**src/rtl/ascon_serial_bridge.sv**
```systemverilog
// Byte-serial host front end for an Ascon-128 AEAD core: packs key/nonce/data/tag bytes,
// streams data blocks to the core and serializes output blocks and the tag. Option: SERIAL_TAG_VERIFY_EN.
module ascon_serial_bridge #(
   parameter int unsigned IO_W  = 8,
   parameter int unsigned KEY_W = 128,
   parameter int unsigned BLK_W = 64,
   parameter int unsigned TAG_W = 128
) (
   input  logic               clk,
   input  logic               rst_n,
   input  logic               in_valid,
   output logic               in_ready,
   input  logic [1:0]         in_cmd,
   input  logic [IO_W-1:0]    in_byte,
   input  logic               in_last,
   input  logic               start,
   input  logic               decrypt,
   output logic               out_valid,
   input  logic               out_ready,
   output logic [IO_W-1:0]    out_byte,
   output logic               out_is_tag,
   output logic [KEY_W-1:0]   key,
   output logic [KEY_W-1:0]   nonce,
   output logic               start_enc,
   output logic               start_dec,
   input  logic               core_busy,
   output logic               s_valid,
   input  logic               s_ready,
   output logic [BLK_W-1:0]   s_data,
   output logic               s_last,
   input  logic               m_valid,
   output logic               m_ready,
   input  logic [BLK_W-1:0]   m_data,
   input  logic               tag_valid,
   input  logic [TAG_W-1:0]   core_tag,
   output logic               proto_err,
   output logic               auth_fail
);

   localparam int unsigned KB  = KEY_W / IO_W;
   localparam int unsigned BPB = BLK_W / IO_W;
   localparam int unsigned TB  = TAG_W / IO_W;
   localparam int unsigned KCW = (KB > 1) ? $clog2(KB) : 1;
   localparam int unsigned DCW = (BPB > 1) ? $clog2(BPB) : 1;
   localparam int unsigned OSW = (TAG_W > BLK_W) ? TAG_W : BLK_W;
   localparam int unsigned OB  = (TB > BPB) ? TB : BPB;
   localparam int unsigned OCW = (OB > 1) ? $clog2(OB) : 1;

   localparam logic [1:0] CMD_KEY   = 2'b00;
   localparam logic [1:0] CMD_NONCE = 2'b01;
   localparam logic [1:0] CMD_DATA  = 2'b10;
   localparam logic [1:0] CMD_TAG   = 2'b11;

   typedef enum logic [1:0] {O_IDLE, O_DATA, O_TAG} ostate_e;

   logic [KEY_W-1:0] key_q, nonce_q;
   logic [KCW-1:0]   key_cnt_q, nonce_cnt_q;
   logic [BLK_W-1:0] data_sh_q, s_data_q;
   logic [DCW-1:0]   data_cnt_q;
   logic [1:0]       last_cmd_q;
   logic             s_valid_q, s_last_q, proto_err_q;
   logic             start_enc_q, start_dec_q;
   logic             in_acc, start_ok, prev_cnt_nz;

`ifdef SERIAL_TAG_VERIFY_EN
   localparam int unsigned TCW = (TB > 1) ? $clog2(TB) : 1;
   logic [TAG_W-1:0] exp_tag_q;
   logic [TCW-1:0]   tag_cnt_q;
   logic             dec_sess_q, auth_fail_q;
`endif

   assign in_ready = (in_cmd == CMD_DATA) ? !s_valid_q : !core_busy;
   assign in_acc   = in_valid && in_ready;
   assign start_ok = start && !core_busy;

   // Whether the field last written still holds a partial value
   always_comb begin
      prev_cnt_nz = 1'b0;
      case (last_cmd_q)
         CMD_KEY:   prev_cnt_nz = (key_cnt_q != '0);
         CMD_NONCE: prev_cnt_nz = (nonce_cnt_q != '0);
         CMD_DATA:  prev_cnt_nz = (data_cnt_q != '0);
`ifdef SERIAL_TAG_VERIFY_EN
         CMD_TAG:   prev_cnt_nz = (tag_cnt_q != '0);
`endif
         default:   prev_cnt_nz = 1'b0;
      endcase
   end

   // Input packing, block hand-off to the core and session control
   always_ff @(posedge clk or negedge rst_n) begin
      if (!rst_n) begin
         key_q       <= '0;
         nonce_q     <= '0;
         key_cnt_q   <= '0;
         nonce_cnt_q <= '0;
         data_sh_q   <= '0;
         s_data_q    <= '0;
         data_cnt_q  <= '0;
         last_cmd_q  <= CMD_KEY;
         s_valid_q   <= 1'b0;
         s_last_q    <= 1'b0;
         proto_err_q <= 1'b0;
         start_enc_q <= 1'b0;
         start_dec_q <= 1'b0;
`ifdef SERIAL_TAG_VERIFY_EN
         exp_tag_q   <= '0;
         tag_cnt_q   <= '0;
         dec_sess_q  <= 1'b0;
         auth_fail_q <= 1'b0;
`endif
      end else begin
         start_enc_q <= start_ok && !decrypt;
         start_dec_q <= start_ok && decrypt;
         if (s_valid_q && s_ready) s_valid_q <= 1'b0;
         if (start_ok) begin
            key_cnt_q   <= '0;
            nonce_cnt_q <= '0;
            data_cnt_q  <= '0;
            proto_err_q <= 1'b0;
`ifdef SERIAL_TAG_VERIFY_EN
            tag_cnt_q   <= '0;
            dec_sess_q  <= decrypt;
`endif
         end else if (in_acc) begin
            last_cmd_q <= in_cmd;
            if ((in_cmd != last_cmd_q) && prev_cnt_nz) begin
               proto_err_q <= 1'b1;
               case (last_cmd_q)
                  CMD_KEY:   key_cnt_q   <= '0;
                  CMD_NONCE: nonce_cnt_q <= '0;
                  CMD_DATA:  data_cnt_q  <= '0;
`ifdef SERIAL_TAG_VERIFY_EN
                  CMD_TAG:   tag_cnt_q   <= '0;
`endif
                  default:   ;
               endcase
            end
            case (in_cmd)
               CMD_KEY: begin
                  key_q     <= {key_q[KEY_W-IO_W-1:0], in_byte};
                  key_cnt_q <= (key_cnt_q == KCW'(KB-1)) ? '0 : key_cnt_q + KCW'(1);
               end
               CMD_NONCE: begin
                  nonce_q     <= {nonce_q[KEY_W-IO_W-1:0], in_byte};
                  nonce_cnt_q <= (nonce_cnt_q == KCW'(KB-1)) ? '0 : nonce_cnt_q + KCW'(1);
               end
               CMD_DATA: begin
                  data_sh_q <= {data_sh_q[BLK_W-IO_W-1:0], in_byte};
                  if (data_cnt_q == DCW'(BPB-1)) begin
                     s_data_q   <= {data_sh_q[BLK_W-IO_W-1:0], in_byte};
                     s_valid_q  <= 1'b1;
                     s_last_q   <= in_last;
                     data_cnt_q <= '0;
                  end else if (in_last) begin
                     proto_err_q <= 1'b1;
                     data_cnt_q  <= '0;
                  end else begin
                     data_cnt_q <= data_cnt_q + DCW'(1);
                  end
               end
               default: begin
`ifdef SERIAL_TAG_VERIFY_EN
                  exp_tag_q <= {exp_tag_q[TAG_W-IO_W-1:0], in_byte};
                  tag_cnt_q <= (tag_cnt_q == TCW'(TB-1)) ? '0 : tag_cnt_q + TCW'(1);
`else
                  proto_err_q <= 1'b1;
`endif
               end
            endcase
         end
`ifdef SERIAL_TAG_VERIFY_EN
         if (start_ok) auth_fail_q <= 1'b0;
         else if (tag_valid && dec_sess_q && (core_tag != exp_tag_q)) auth_fail_q <= 1'b1;
`endif
      end
   end

   assign key       = key_q;
   assign nonce     = nonce_q;
   assign s_valid   = s_valid_q;
   assign s_data    = s_data_q;
   assign s_last    = s_last_q;
   assign proto_err = proto_err_q;
   assign start_enc = start_enc_q;
   assign start_dec = start_dec_q;
`ifdef SERIAL_TAG_VERIFY_EN
   assign auth_fail = auth_fail_q;
`else
   assign auth_fail = 1'b0;
`endif

   ostate_e          state_q, state_d;
   logic [OSW-1:0]   out_sh_q, out_sh_d;
   logic [OCW-1:0]   out_cnt_q, out_cnt_d;
   logic [TAG_W-1:0] tag_buf_q, tag_buf_d;
   logic             tag_pend_q, tag_pend_d;

   assign m_ready = m_valid && (state_q == O_IDLE) && !tag_pend_q;

   always_ff @(posedge clk or negedge rst_n) begin
      if (!rst_n) begin
         state_q    <= O_IDLE;
         out_sh_q   <= '0;
         out_cnt_q  <= '0;
         tag_buf_q  <= '0;
         tag_pend_q <= 1'b0;
      end else begin
         state_q    <= state_d;
         out_sh_q   <= out_sh_d;
         out_cnt_q  <= out_cnt_d;
         tag_buf_q  <= tag_buf_d;
         tag_pend_q <= tag_pend_d;
      end
   end

   // Output serializer; data always drains before a pending tag
   always_comb begin
      state_d    = state_q;
      out_sh_d   = out_sh_q;
      out_cnt_d  = out_cnt_q;
      tag_buf_d  = tag_buf_q;
      tag_pend_d = tag_pend_q;
      case (state_q)
         O_IDLE: begin
            if (m_ready) begin
               out_sh_d  = OSW'(m_data) << (OSW - BLK_W);
               out_cnt_d = '0;
               state_d   = O_DATA;
            end else if (tag_pend_q || tag_valid) begin
               out_sh_d  = OSW'(tag_pend_q ? tag_buf_q : core_tag) << (OSW - TAG_W);
               out_cnt_d = '0;
               state_d   = O_TAG;
            end
         end
         O_DATA: begin
            if (out_ready) begin
               out_sh_d = out_sh_q << IO_W;
               if (out_cnt_q == OCW'(BPB-1)) begin
                  out_cnt_d = '0;
                  state_d   = O_IDLE;
               end else begin
                  out_cnt_d = out_cnt_q + OCW'(1);
               end
            end
         end
         O_TAG: begin
            if (out_ready) begin
               out_sh_d = out_sh_q << IO_W;
               if (out_cnt_q == OCW'(TB-1)) begin
                  out_cnt_d  = '0;
                  state_d    = O_IDLE;
                  tag_pend_d = 1'b0;
               end else begin
                  out_cnt_d = out_cnt_q + OCW'(1);
               end
            end
         end
         default: state_d = O_IDLE;
      endcase
      if (tag_valid) begin
         tag_pend_d = 1'b1;
         tag_buf_d  = core_tag;
      end
      if (start_ok) begin
         state_d    = O_IDLE;
         out_cnt_d  = '0;
         tag_pend_d = 1'b0;
      end
   end

   assign out_valid  = (state_q != O_IDLE);
   assign out_is_tag = (state_q == O_TAG);
   assign out_byte   = out_sh_q[OSW-1 -: IO_W];

endmodule

```
**config.mk**
```make
export PLATFORM = sky130hd
export DESIGN_NAME = ascon_serial_bridge
export DESIGN_NICKNAME = d
export VERILOG_FILES = /design/src/rtl/ascon_serial_bridge.sv
export SDC_FILE = /design/constraint.sdc
export NUM_CORES = 1
export LEC_CHECK = 0
export CAP_MARGIN = 20
export CORE_UTILIZATION = 47
export CTS_CLUSTER_DIAMETER = 80
export DETAILED_ROUTE_END_ITERATION = 8
export PLACE_DENSITY = 0.77
export SKIP_LAST_GASP = 1
export SYNTH_ARGS = -nofsm -noshare
export SYNTH_HDL_FRONTEND = slang
export SYNTH_SLANG_ARGS = --single-unit
```
**constraint.sdc**
```tcl
create_clock -name clk -period 2 [get_ports clk]
set_clock_uncertainty 0.1 [all_clocks]
set_input_delay 0.2 -clock clk [delete_from_list [all_inputs] [get_ports clk]]
set_output_delay 0.2 -clock clk [all_outputs]
set_load 0.005 [all_outputs]
```
Yosys cells after proc, flatten, opt, wreduce, memory -nomap -nowiden:

Cells that the tools add are included.

* bitwise logic cells: 1
* mux-type cells: 58
* add/subtract/negate cells: 4
* reduce and logical (&&, ||, !) cells: 46
* eq/ne operators: 19

Operators by type and width (count)
* $mux 128: 4
* $pmux 128 s2: 1
* $mux 4: 19
* $reduce_bool 3->1: 10
* $reduce_and 3->1: 8
* $mux 3: 7
* $mux 1: 16
* $mux 2: 7
* $add 4x1->4 const B: 3
* $eq 4x4->1 const B: 3
* $pmux 4 s3: 1
* $reduce_bool 4->1: 3
* $logic_and 1x1->1: 8
* $reduce_and 4->1: 2
* $eq 2x1->1 const B: 3
* $eq 2x2->1 const B: 3
* $logic_not 2->1: 3
* $ne 3x2->1 const B: 2
* $ne 3x3->1 const B: 2
* $pmux 2 s3: 1
* $reduce_bool 2->1: 3
* $reduce_and 5->1: 1
* $eq 4x3->1 const B: 1
* $logic_not 1->1: 4
* 12 further kinds: 13

* output and inout bits: 338
* logic and storage cells: 146
* register bits after elaboration: 657
* bits of input ports: 213

Longest topological paths before layout:

Gate-level depths: netlist of run 1.

* word-level depth: 9
* depth in mapped cells: 9
* mapped depth without buffers: 7

Worst setup path after synthesis of run 1:

OpenSTA, ideal clock, no wires.

* kind: flip-flop to flip-flop
* start: register state_q[0]
* end: register out_sh_q[103]
* required time: 1.759 ns
* arrival: 1.970 ns
* clock period less this slack: 2.211 ns
* stages on the path, launching flop included: 9
* library setup time: 0.141 ns
* slack: -0.211 ns
* path buffers: 3
* cell sequence: dfrtp_1 -> inv_1 -> ha_1 -> clkbuf_1 -> nor2b_1 -> nor3_1 -> clkbuf_1 -> clkbuf_1 -> a31oi_1

* longest elaborated chain between the ends: 5
* elaborated cells on any way between the ends: 12
* classes of those cells: 4 x eq/ne; 2 x mux; 6 x reduce/logical

Ends and longest elaborated chain
* start: declaration: RTL line 193 `ostate_e state_q, state_d;`
* start signal: assignment: RTL line 209 `state_q <= state_d;`
* $logic_not 2->1: RTL line 199, 224
* $logic_and 1x1->1 (2 in series): RTL line 199 `assign m_ready = m_valid && (state_q == O_IDLE) && !tag_pend_q;`
* $ne 3x2->1 (no source line) / $mux 128 (equally long branches)
* $reduce_and 3->1 (no source line) / $pmux 128 s2 (equally long branches)
* end signal: assignment: RTL line 210 `out_sh_q <= out_sh_d;`
* end: declaration: RTL line 194 `logic [OSW-1:0] out_sh_q, out_sh_d;`

Several ways; a longest one is shown, not always the timed one.
A chain may end at the register's enable or synchronous reset.

Worst setup path in the final report of run 1:

* start: register state_q[0]
* end: output m_ready

* longest elaborated chain between the ends: 3

Ends and longest elaborated chain
* $logic_not 2->1: RTL line 199
* $logic_and 1x1->1 (2 in series): RTL line 199
* end: declaration: RTL line 32 `output logic m_ready,`

No other way between the ends.

==> flow_results.org, run 1 <==
** Drt
- Summing over every cut layer, the via total after detailed routing is 19,500.
- Antenna-violating nets left :: 0
- DRT Wirelength :: 78,100 um
- Via/cell ratio :: 5.41
- Detailed Route Iter0 Violations :: 1,036
- Post-detailed-route wirelength per cell :: 21.7 um
- DR DRC count :: 0
- Before antenna repair, the detailed router went through 5 iterations.

** Global route
- The number of global-route vias before repair was 20,700.
- The first global-routing pass estimated 120,000 um of wire.
- Entering global routing, the biggest net connects 130 pins.
- Global routing used 25.8% of the available tracks across all layers.
- Total congestion overflow :: 0
- Number of antenna violations at the first check in global routing :: 11

** Synthesis
- Synthesis-stage register bit count :: 657
- EDFF count, synth :: 0
- Synthesized Nets :: 2,384
- Cell area after technology mapping :: 0.0280 mm^2
- Async set-reset flop share out of synthesis :: 100%
- Syn. warnings :: 0
- Largest area contributor in the netlist :: sky130_fd_sc_hd__dfrtp_1
- Cell types occupying the most area after synthesis :: sky130_fd_sc_hd__dfrtp_1 (59%), sky130_fd_sc_hd__mux2_2 (18%), sky130_fd_sc_hd__mux2i_1 (4.8%)
- Among all flip-flop cells after synthesis, the most frequent one is sky130_fd_sc_hd__dfrtp_1.
- In this run the mean area of a mapped cell was 13.0 um^2.
- The top cell type by area accounts for 58.8% of the synthesized area.
- Summing the sequential cell areas from Yosys gives 58.8% of the chip area.
- Synthesized netlist cell count :: 2,159
- The synthesized netlist contains 49 unique library cells.

** STA
- Final Hold Viols :: 0
- Unrepaired setup endpoints after global routing :: yes
- Final Setup Violations :: 0
- Max Clock Freq :: 510 MHz
- Dividing the final minimum period by the clock period gives 98.0%.
- Min cycle time layout :: 1960 ps
- The number of slew-limit violations in the final report was 0.
- Measured against its own limit, the worst slew margin works out to 49.2%.
- Transition time of the tightest slew-check pin :: 762 ps

** Power and ir drop
- Leakage power total :: 17.4 nW
- IR analysis of the VDD net gives a maximum drop of 0.919 mV.
- The completed layout was analyzed and its total power is 0.0440 W.
- Pwr dens :: 1160 mW/mm^2

** Final layout
- Number of filler cells placed in the layout :: 4,266
- Number of nets in the layout :: 2,985
- Once layout is done, the placed cells without fillers occupy 0.0378 mm^2.
- Area growth from synthesis to layout :: 35.0%
- Final design utilization :: 64.1%
- The finished layout holds 3,596 standard cells, fillers aside.
- Ratio of cells with drive above 1 in the final layout :: 26.0%

** Clock tree
- Clock-pin slew was measured on the worst setup and hold paths at 60 ps.
- The tree is rooted in a sky130_fd_sc_hd__clkbuf_16.
- The clock passes through at most 3 buffers.
- Number of sinks handled by clock tree synthesis :: 657
- For the worst-skew pair, the clock arrives at the later sink with an insertion delay of 610 ps.
- In this run the number of H-tree levels came out at 3.
- CTS tree :: done
- CTS Buf Count :: 72

** Outcome
- The flow ran to the end, and the final reports show no timing, DRC or antenna violations.

** Worst setup path
- The worst setup path is launched from a flop.
- In this run the critical register-to-register path is launched from s_valid.
- Register-to-register setup slack :: 40 ps
- Arrival time worst endpoint :: 1660 ps
- The worst setup path is captured at an output port.
- Required arrival time at the worst endpoint :: 1700 ps
- The worst register-to-register path ends at nonce[47].
- Kind of critical path :: flop to output port
- Largest fanout on the critical path :: 5
- FF-to-FF path depth :: 5

** Placement
- Cell area after placement :: 0.0351 mm^2
- Estimated wirelength of the detail-placed design :: 55,400 um
- Final Wtd Congestion :: 0.863
- Placed Instances :: 3,450
- During placement, the flow inserted port buffers numbering 549.

** Flow run
- Max-cap violations in this run came to 0.

** Worst hold path
- The worst hold path was traced through 2 stages.
- Worst hold-check path type :: input port to flop
- Min-Delay Endpoint :: s_valid
- Hold path start :: s_ready

** Floorplan
- Chip Width :: 246 um
- Count of boundary I/O pins :: 551
- The core region is 0.0589 mm^2.
- The die is 246 um tall.
- The die covers 0.0605 mm^2.
- For this configuration, the core starts out at a cell density of 47.5%.
- Std cell rows :: 89
worst max-delay path, stage by stage (launching register included):
cell and delay, ps:
sky130_fd_sc_hd__dfrtp_1 400, sky130_fd_sc_hd__inv_2 100, sky130_fd_sc_hd__ha_4 170, sky130_fd_sc_hd__nand3b_1 130
sky130_fd_sc_hd__inv_2 110, sky130_fd_sc_hd__clkbuf_2 150
power breakdown:
part           switching [W]  total, W  internal (W)
registers            0.00193    0.0180        0.0161
clock network        0.00541    0.0139       0.00848
logic                0.00619    0.0121       0.00586
repair_timing:
item,in CTS,in global routing
buffers inserted,2,5
cloned,0,0
endpoints found under the hold margin,406,0
hold buffers,2,0
setup endpoints to repair,12,46
pin swaps,0,0
gates resized for setup,9,17
layout by cell type, fill, tap and decap left out, types with 3 or more instances in the layout:
cell,instances
sky130_fd_sc_hd__clkbuf_8,20
sky130_fd_sc_hd__clkbuf_16,74
sky130_fd_sc_hd__o211ai_1,66
sky130_fd_sc_hd__inv_2,3
sky130_fd_sc_hd__o21ai_0,14
sky130_fd_sc_hd__nor2_1,133
sky130_fd_sc_hd__buf_4,91
sky130_fd_sc_hd__clkinv_2,8
sky130_fd_sc_hd__dfrtp_1,656
sky130_fd_sc_hd__mux2_2,457
sky130_fd_sc_hd__ha_1,11
sky130_fd_sc_hd__clkdlybuf4s50_1,535
sky130_fd_sc_hd__a31oi_1,68
sky130_fd_sc_hd__dlymetal6s2s_1,6
sky130_fd_sc_hd__bufinv_16,7
sky130_fd_sc_hd__nand4_1,6
sky130_fd_sc_hd__clkbuf_1,13
sky130_fd_sc_hd__nor2b_1,4
sky130_fd_sc_hd__nor3_2,3
sky130_fd_sc_hd__o2bb2ai_1,8
sky130_fd_sc_hd__nor3_1,58
sky130_fd_sc_hd__nand2b_1,5
sky130_fd_sc_hd__a21oi_1,122
sky130_fd_sc_hd__dlygate4sd2_1,3
sky130_fd_sc_hd__diode_2,7
sky130_fd_sc_hd__nand3b_1,4
sky130_fd_sc_hd__nand3_1,7
sky130_fd_sc_hd__mux2_1,48
sky130_fd_sc_hd__inv_1,18
sky130_fd_sc_hd__buf_12,41
sky130_fd_sc_hd__mux2i_1,134
sky130_fd_sc_hd__nand2_1,141
metal layers:
metal	GRT usage (%)	share of wire (%)	vias up	routed length, um
li1	-	-	8899	-
met1	31.1	39	9817	30400
met2	43.0	49	576	38600
met3	8.63	8.3	162	6450
met4	9.44	3.4	10	2650
met5	0	0.082	-	64
flip-flops by register name, indices dropped and copies added, names as in the netlist:
| register | cells |
|---|---|
| data_cnt_q | 3 |
| key_cnt_q | 4 |
| start_enc | 1 |
| s_data | 64 |
| nonce_cnt_q | 4 |
| out_cnt_q | 4 |
| data_sh_q | 56 |
| s_last | 1 |
| key | 128 |
| last_cmd_q | 2 |
| out_sh_q | 128 |
| s_valid | 1 |
| tag_pend_q | 1 |
| proto_err | 1 |
| nonce | 128 |
| start_dec | 1 |
| state_q | 2 |
| tag_buf_q | 128 |
through the flow:
step	setup WS [ps]	TNS, ps	hold WS [ps]
2_1_floorplan	-77.8	-3470	-196
3_3_place_gp	-265	-72550	5.03
5_1_grt	-56.6	-316	38.5
4_1_cts	-168	-205	8.41
3_5_place_dp	-331	-85320	4.54
6_report	40.6	0	42.4
synth_stat cells, types with 6 or more instances:
cell type,n
sky130_fd_sc_hd__nand2_1,142
sky130_fd_sc_hd__clkbuf_1,74
sky130_fd_sc_hd__a21oi_1,123
sky130_fd_sc_hd__ha_1,12
sky130_fd_sc_hd__buf_2,36
sky130_fd_sc_hd__o211ai_1,66
sky130_fd_sc_hd__buf_4,35
sky130_fd_sc_hd__a31oi_1,68
sky130_fd_sc_hd__mux2_2,457
sky130_fd_sc_hd__o2bb2ai_1,8
sky130_fd_sc_hd__mux2i_1,134
sky130_fd_sc_hd__o21ai_0,15
sky130_fd_sc_hd__nand3_1,7
sky130_fd_sc_hd__nor3_1,61
sky130_fd_sc_hd__mux2_1,48
sky130_fd_sc_hd__buf_6,7
sky130_fd_sc_hd__nor2_1,134
sky130_fd_sc_hd__nand4_1,6
sky130_fd_sc_hd__dfrtp_1,657
sky130_fd_sc_hd__inv_1,21
worst max path at each step:
stage | cells past startpoint | endpoint | slack [ps] | start
floorplan | 8 | out_sh_q[14] | -80 | state_q[0]
global placement | 8 | key[74] | -270 | in_valid
detailed placement | 8 | key[19] | -330 | in_valid
CTS | 5 | m_ready | -170 | state_q[0]
global route | 8 | out_sh_q[88] | -60 | state_q[1]
finish | 5 | m_ready | 40 | state_q[0]
layout make-up:
type                            count  area [um^2]  share of cell area [%]
Timing Repair Buffer              683         7030                    18.6
Clock inverter                     23          349                   0.924
Multi-Input combinational cell   1325        10700                    28.3
Clock buffer                      107         2180                    5.76
Sequential cell                   657        16400                    43.5
Inverter                           21         78.8                   0.209
Antenna cell                        7         17.5                  0.0464
Tap cell                          773          967                    2.56
cell families after synthesis:
family | count (synthesis) | synth area share, %
flip-flops | 657 | 58.8
multiplexers | 639 | 25.1
AND/OR/NAND/NOR | 377 | 5.85
AO/OA/AOI/OAI | 296 | 6.52
buffers and inverters | 177 | 3.19
adder cells (fa/ha/maj) | 12 | 0.537
other | 1 | 0.0134
No activity file was read; power rests on OpenSTA's default activity.
==> inputs of run 2 (changes only) <==
- CELL_PAD_IN_SITES_DETAIL_PLACEMENT: unset -> 0
- CELL_PAD_IN_SITES_GLOBAL_PLACEMENT: unset -> 1
- CORE_UTILIZATION: 47 -> 38
==> run 2 against run 1 <==
Against the previous run:
- fmax is 0.45% higher
- worst hold slack gained 39 ps
- sequential power is essentially flat
- largest cell class unchanged
==> flow_results.org, run 2 (synthesized netlist as in run 1, its figures left out) <==
** Outcome
- Run status :: completed (unchanged)

** Clock tree
- The number of buffers on the longest clock path is 3 (unchanged).
- The CTS tree is done (unchanged).
- Number of sinks handled by clock tree synthesis :: 657 (unchanged)
- The insertion delay of the later-clocked pin in the worst-skew pair was 620 ps (was 610 ps).
- Root buf cell :: sky130_fd_sc_hd__clkbuf_16 (unchanged)
- Clock input transition at the sequential cells of the worst setup and hold paths :: 60 ps (about the same)
- The number of levels in the clock H-tree came to 3 (unchanged).
- The TritonCTS buffer count came to 73 (was 72).

** Worst setup path
- The element type at the critical path end is an output port (unchanged).
- The launch point of the worst reg-to-reg path is state_q[0] (was s_valid).
- Beginning of the critical path :: nonce[5] (was state_q[0])
- Required arrival time at the worst endpoint :: 1700 ps (about the same)
- Launching element type of the critical path :: flop (unchanged)
- Cell-by-cell trace of the critical path :: clkdlybuf4s50_1 (was inv_2 > ha_4 > nand3b_1 > inv_2 > clkbuf_2)
- Largest fanout on the critical path :: 3 (was 5)
- Critical path buffer and inverter count :: 1 (was 3)
- Arrival time worst endpoint :: 1650 ps (was 1660 ps)
- Kind of critical path :: flop to output port (unchanged)
- The largest incremental delay on the critical path came to 640 ps (was 400 ps).
- Standard cell with the maximum stage delay on the critical path :: sky130_fd_sc_hd__clkdlybuf4s50_1 (was sky130_fd_sc_hd__dfrtp_1)
- Critical path's top delay family :: buffers and inverters (was flip-flops)

** Power and ir drop
- Pwr dens :: 1170 mW/mm^2 (was 1160 mW/mm^2)
- Worst IR drop on VDD :: 0.747 mV (was 0.919 mV)
- Leakage power total :: 17.4 nW (about the same)
- The sum of internal, switching and leakage power came to 0.0447 W (was 0.0440 W).
- The reported net switching power came to 0.0139 W (was 0.0135 W).
- Proportion of power drawn by flip-flops and latches :: 40.5% (was 41.0%)
- Switching share of power :: 31.2% (was 30.8%)
- The design internal power was 0.0307 W (was 0.0305 W).
- Part of the total power dissipated in the clock network :: 32.4% (was 31.6%)
- Gate power share :: 27.1% (was 27.4%)

** Global route
- The number of antenna violations at the first check in global routing came to 9 (was 11).
- Global-route wire length before repair :: 122,000 um (was 120,000 um)
- The number of global-route vias before repair is 20,400 (was 20,700).
- The global router's overall resource usage is 21.0% (was 25.8%).
- Total congestion overflow :: 0 (unchanged)
- The largest net degree at the start of global routing came to 130 (unchanged).

** Flow run
- Number of maximum-capacitance constraint violations :: 0 (unchanged)

** Floorplan
- Std cell rows :: 99 (was 89)
- The starting utilization of the core area was 38.3% (was 47.5%).
- Die area :: 0.0747 mm^2 (was 0.0605 mm^2)
- The top-level I/O count is 551 (unchanged).
- Chip Width :: 273 um (was 246 um)
- Placeable core region :: 0.0730 mm^2 (was 0.0589 mm^2)
- The height of the die came to 273 um (was 246 um).

** Final layout
- Area of combinational cells with multiple inputs :: 0.0107 mm^2 (about the same)
- Ratio of cells with drive above 1 in the final layout :: 26.1% (was 26.0%)
- Final cell count without fillers :: 3,776 (was 3,596)
- The post-route cell area came to 0.0382 mm^2 (was 0.0378 mm^2).
- Final design utilization :: 52.3% (was 64.1%)
- The synthesis-to-layout area growth is 36.4% (was 35.0%).
- Number of filler cells placed in the layout :: 6,144 (was 4,266)
- Commonest non-fill, non-tap cell in the layout :: sky130_fd_sc_hd__dfrtp_1 (unchanged)
- The total area of sequential cells is 0.0164 mm^2 (unchanged).
- Commonest non-fill, non-tap cells in the layout: sky130_fd_sc_hd__dfrtp_1 (656), sky130_fd_sc_hd__clkdlybuf4s50_1 (537), sky130_fd_sc_hd__mux2_2 (457) (was sky130_fd_sc_hd__dfrtp_1 (656), sky130_fd_sc_hd__clkdlybuf4s50_1 (535), sky130_fd_sc_hd__mux2_2 (457)).
- Number of nets in the layout :: 2,986 (was 2,985)

** STA
- Max Clock Freq :: 513 MHz (was 510 MHz)
- Unrepaired setup endpoints after global routing: yes (unchanged).
- Final Hold Viols :: 0 (unchanged)
- Transition time of the tightest slew-check pin :: 811 ps (was 762 ps)
- The worst slew margin relative to its limit was 46.0% (was 49.2%).
- Final max-slew violation count :: 0 (unchanged)
- Final Setup Violations :: 0 (unchanged)
- Min cycle time layout :: 1950 ps (was 1960 ps)
- The share of the clock period used by the worst path is 97.5% (was 98.0%).
- Setup total negative slack :: 0 ps (unchanged)

** Drt
- The number of search-and-repair iterations in the first detailed-routing pass was 5 (unchanged).
- Detailed Route Iter0 Violations :: 1,120 (was 1,036)
- DR DRC count :: 0 (unchanged)
- The overall routed net length was 79,900 um (was 78,100 um).
- Antenna-violating nets left :: 0 (unchanged)
- Vias after detailed routing :: 19,200 (was 19,500)
- Via/cell ratio :: 5.09 (was 5.41)
- The post-detailed-route wirelength per cell was 21.1 um (was 21.7 um).

** Placement
- Final Wtd Congestion :: 0.831 (was 0.863)
- Cell area after placement :: 0.0353 mm^2 (was 0.0351 mm^2)
- Estimated wirelength of the detail-placed design :: 57,400 um (was 55,400 um)
- Placed Instances :: 3,636 (was 3,450)
- Port bufs :: 549 (unchanged)

** Worst hold path
- Hold path start :: decrypt (was s_ready)
- Worst hold-check path type :: input port to flop (unchanged)
==> run 2: path summary, 6_finish.rpt <==
kind / to / slack (ps) / cells after the start
worst min-delay path: start_enc / 80 / 2
worst min register to register: s_data[62] / 380 / 1
worst max-delay path: nonce[5] / 50 / 1
max in group asynchronous: tag_buf_q[116] / 1180 / 3
worst max register to register: out_cnt_q[0] / 60 / 8
min in group asynchronous: data_sh_q[47] / 120 / 3
==> run 2: what timing repair did <==
item / CTS / global route
pin swaps: 0 / 4
setup buffers: 1 / 3
hold buffers: 2 / 0
endpoints found under the setup margin: 8 / 52
cloned: 0 / 3
hold endpoints to repair: 628 / 0
resized for setup: 12 / 22
==> run 2: through the flow <==
step,setup slack (ps),hold WS [ps]
6_report,49.5,81.2
5_1_grt,-35.3,58.4
4_1_cts,-108,33.0
3_5_place_dp,-300,34.8
3_3_place_gp,-341,31.2
2_1_floorplan,-77.8,-196
==> run 2: power groups by stage <==
stage	Clock, W	Combinational, W	Sequential (W)
after floorplan	0	0.00688	0.0176
after global placement	0	0.0116	0.0182
after detailed placement	0	0.0118	0.0183
after CTS	0.0148	0.0119	0.0181
after global routing	0.0154	0.0133	0.0184
final	0.0145	0.0121	0.0181
==> run 2: final cells by class <==
type / count / area share, %
Sequential cell: 657 / 43.1
Multi-Input combinational cell: 1325 / 28.1
Timing Repair Buffer: 683 / 18.5
Clock buffer: 101 / 5.51
Tap cell: 959 / 3.14
Clock inverter: 27 / 1.40
Inverter: 21 / 0.207
Antenna cell: 3 / 0.0197
==> run 2: worst register-to-register path, stage by stage, from the launching register on <==
cell and delay [ps]:
sky130_fd_sc_hd__dfrtp_1 370, sky130_fd_sc_hd__inv_2 60, sky130_fd_sc_hd__buf_4 130, sky130_fd_sc_hd__ha_2 180, sky130_fd_sc_hd__or3b_2 510, sky130_fd_sc_hd__a21o_1 210
sky130_fd_sc_hd__buf_4 140, sky130_fd_sc_hd__nand2_1 60, sky130_fd_sc_hd__a21oi_1 60
==> run 2: layer usage <==
layer	vias to the layer above	wire, um	track usage (%)
met1	9709	32000	25.5
met3	122	5700	6.33
met4	12	1690	5.78
li1	8910	-	-
met2	457	40400	36.0
met5	-	75	0
==> inputs of run 3 (changes only) <==
- SKIP_CTS_REPAIR_TIMING: unset -> 1
==> run 3 against run 2 <==
Against the previous run:
- setup slack got worse by 16 ps
- final area rose by 0.19%
- clock-buffer cell count did not move
- die area did not move
- critical path depth rose by 4
- final cell count barely moved
- clock power barely moved
- wire length rose by 0.70%
- global-route usage barely moved
- worst hold slack barely moved
- core utilization rose by 0.10 points
- sequential share of layout area fell by 0.083 points
==> flow_results.org, run 3 (synthesized netlist as in run 1, its figures left out) <==
** Outcome
- Run status :: completed (unchanged)

** Clock tree
- CTS tree :: done (unchanged)
- The TritonCTS buffer count is 73 (unchanged).
- The number of buffers on the longest clock path was 3 (unchanged).
- The CTS root buffer is sky130_fd_sc_hd__clkbuf_16 (unchanged).
- Clock input transition at the sequential cells of the worst setup and hold paths :: 60 ps (about the same)
- The clock sink count is 657 (unchanged).
- Skew-Pair Late Insertion Delay :: 620 ps (about the same)
- The number of levels in the clock H-tree came to 3 (unchanged).

** Worst setup path
- The critical setup path kind is flop to output port (unchanged).
- Largest fanout on the critical path :: 4 (was 3)
- The worst path required time is 1700 ps (about the same).
- Arrival time worst endpoint :: 1670 ps (was 1650 ps)
- Launching element type of the critical path :: flop (unchanged)
- Capturing element type of the critical path :: output port (unchanged)

** Floorplan
- Starting utilization of the core area :: 38.3% (unchanged)
- The height of the die came to 273 um (unchanged).
- The area of the core came to 0.0730 mm^2 (unchanged).
- Count of boundary I/O pins :: 551 (unchanged)
- Chip Width :: 273 um (unchanged)
- Std cell rows :: 99 (unchanged)
- Die area :: 0.0747 mm^2 (unchanged)

** Power and ir drop
- Part of the total power dissipated in the clock network :: 32.3% (was 32.4%)
- The design internal power was 0.0308 W (was 0.0307 W).
- Worst IR drop on VDD :: 0.752 mV (was 0.747 mV)
- The power density relative to cell area is 1170 mW/mm^2 (about the same).
- Switching component of the power :: 0.0140 W (was 0.0139 W)
- The share of total power consumed by net switching was 31.2% (about the same).
- Leakage power total :: 17.5 nW (was 17.4 nW)
- Gate power share :: 27.3% (was 27.1%)
- Proportion of power drawn by flip-flops and latches :: 40.4% (was 40.5%)

** Final layout
- Number of nets in the layout :: 2,988 (was 2,986)
- Commonest non-fill, non-tap cell in the layout :: sky130_fd_sc_hd__dfrtp_1 (unchanged)
- Ratio of cells with drive above 1 in the final layout :: 26.1% (about the same)
- Area growth from synthesis to layout :: 36.7% (was 36.4%)
- Number of filler cells placed in the layout :: 6,135 (was 6,144)
- Commonest non-fill, non-tap cells in the layout :: sky130_fd_sc_hd__dfrtp_1 (656), sky130_fd_sc_hd__clkdlybuf4s50_1 (537), sky130_fd_sc_hd__mux2_2 (457) (unchanged)

** Global route
- Total track usage :: 21.0% (about the same)
- Vias in the first global route :: 20,400 (about the same)
- The largest net degree at the start of global routing came to 130 (unchanged).
- Global-route wire length before repair :: 122,000 um (about the same)
- Total congestion overflow :: 0 (unchanged)
- Number of antenna violations at the first check in global routing :: 9 (unchanged)

** Drt
- Via/cell ratio :: 5.13 (was 5.09)
- DRT Wirelength :: 80,400 um (was 79,900 um)
- Detailed Route Iter0 Violations :: 1,090 (was 1,120)
- The number of antenna-violating nets in the routed design was 0 (unchanged).
- DR DRC count :: 0 (unchanged)
- The number of search-and-repair iterations in the first detailed-routing pass is 5 (unchanged).
- The count of vias placed by the detailed router was 19,400 (was 19,200).
- The post-detailed-route wirelength per cell is 21.3 um (was 21.1 um).

** Placement
- The worst setup timing slack at the placement stage was -300 ps (unchanged).
- The half-perimeter wire length of the detailed placement result is 57,400 um (unchanged).
- The port buffer count is 549 (unchanged).
- The placer congestion estimate was 0.831 (unchanged).

** STA
- Worst slew margin :: 47.1% (was 46.0%)
- Worst-case hold slack :: 81.3 ps (was 81.2 ps)
- The final total negative setup slack is 0 ps (unchanged).
- Portion of the clock cycle consumed by the worst path in the final layout :: 98.3% (was 97.5%)
- Final Hold Viols :: 0 (unchanged)
- The number of slew-limit violations in the final report came to 0 (unchanged).
- Final setup margin :: 33.4 ps (was 49.5 ps)
- Max Clock Freq :: 508 MHz (was 513 MHz)
- The transition time at the pin with the least slew margin was 794 ps (was 811 ps).
- Unrepaired setup endpoints after global routing: yes (unchanged).
- Final Setup Violations :: 0 (unchanged)
- Min cycle time layout :: 1970 ps (was 1950 ps)

** Flow run
- The count of max-cap constraint violations is 0 (unchanged).

** Worst hold path
- The path type of the worst min-delay path is input port to flop (unchanged).
==> run 3: changes by cell type in the layout (fill, tap and decap cells not counted), sizes merged <==
cell,change
buf,-1
clkbuf,+1
dlygate4sd2,-4
dlymetal6s2s,+6
==> run 3: final cells by class <==
type                       count  area, um^2  share of cell area (%)
multi-input combinational   1325       10700                    28.0
tap                          959        1200                    3.14
timing repair buffer         685        7160                    18.7
sequential                   657       16400                    43.0
inverter                      21        78.8                   0.206
clock buffer                 101        2100                    5.50
clock inverter                27         533                    1.39
antenna                        3        7.51                  0.0196
==> run 3: final timing paths <==
check | from | end | slack [ps] | cells after the start
max | state_q[1] | m_ready | 30 | 5
min | decrypt | start_enc | 80 | 2
max reg2reg | state_q[0] | out_cnt_q[3] | 60 | 7
min reg2reg | data_sh_q[54] | s_data[62] | 380 | 1
max in group asynchronous | rst_n | tag_buf_q[116] | 1170 | 3
min in group asynchronous | rst_n | data_sh_q[47] | 120 | 3
==> run 3: power by group through the flow <==
stage          Clock, W  Combinational, W  Sequential, W
2_1_floorplan         0           0.00688         0.0176
3_3_place_gp          0            0.0116         0.0182
3_5_place_dp          0            0.0118         0.0183
4_1_cts          0.0148            0.0119         0.0181
5_1_grt          0.0154            0.0134         0.0184
6_report         0.0145            0.0122         0.0181
==> run 3: through the flow <==
step	utilization, %	instance area, um^2	total power (W)	instances
after detailed placement	48.4	35300	0.0302	3636
after floorplan	-	28000	0.0244	2159
final	52.4	38200	0.0448	3778
after global placement	48.4	35300	0.0298	3636
after CTS	52.0	38000	0.0449	3764
after global routing	52.4	38200	0.0473	3778
==> run 3: routing by layer <==
metal	track usage, %	vias up	wire [um]
met5	0	-	75
met4	5.78	12	1700
li1	-	8921	-
met2	35.9	499	40700
met3	6.31	127	5760
met1	25.4	9805	32200
==> run 3: worst max-delay path: stages, from the launching register on <==
cell,delay (ps)
sky130_fd_sc_hd__dfrtp_1,390
sky130_fd_sc_hd__inv_2,80
sky130_fd_sc_hd__ha_4,160
sky130_fd_sc_hd__nand3b_1,150
sky130_fd_sc_hd__inv_2,130
sky130_fd_sc_hd__dlymetal6s2s_1,170
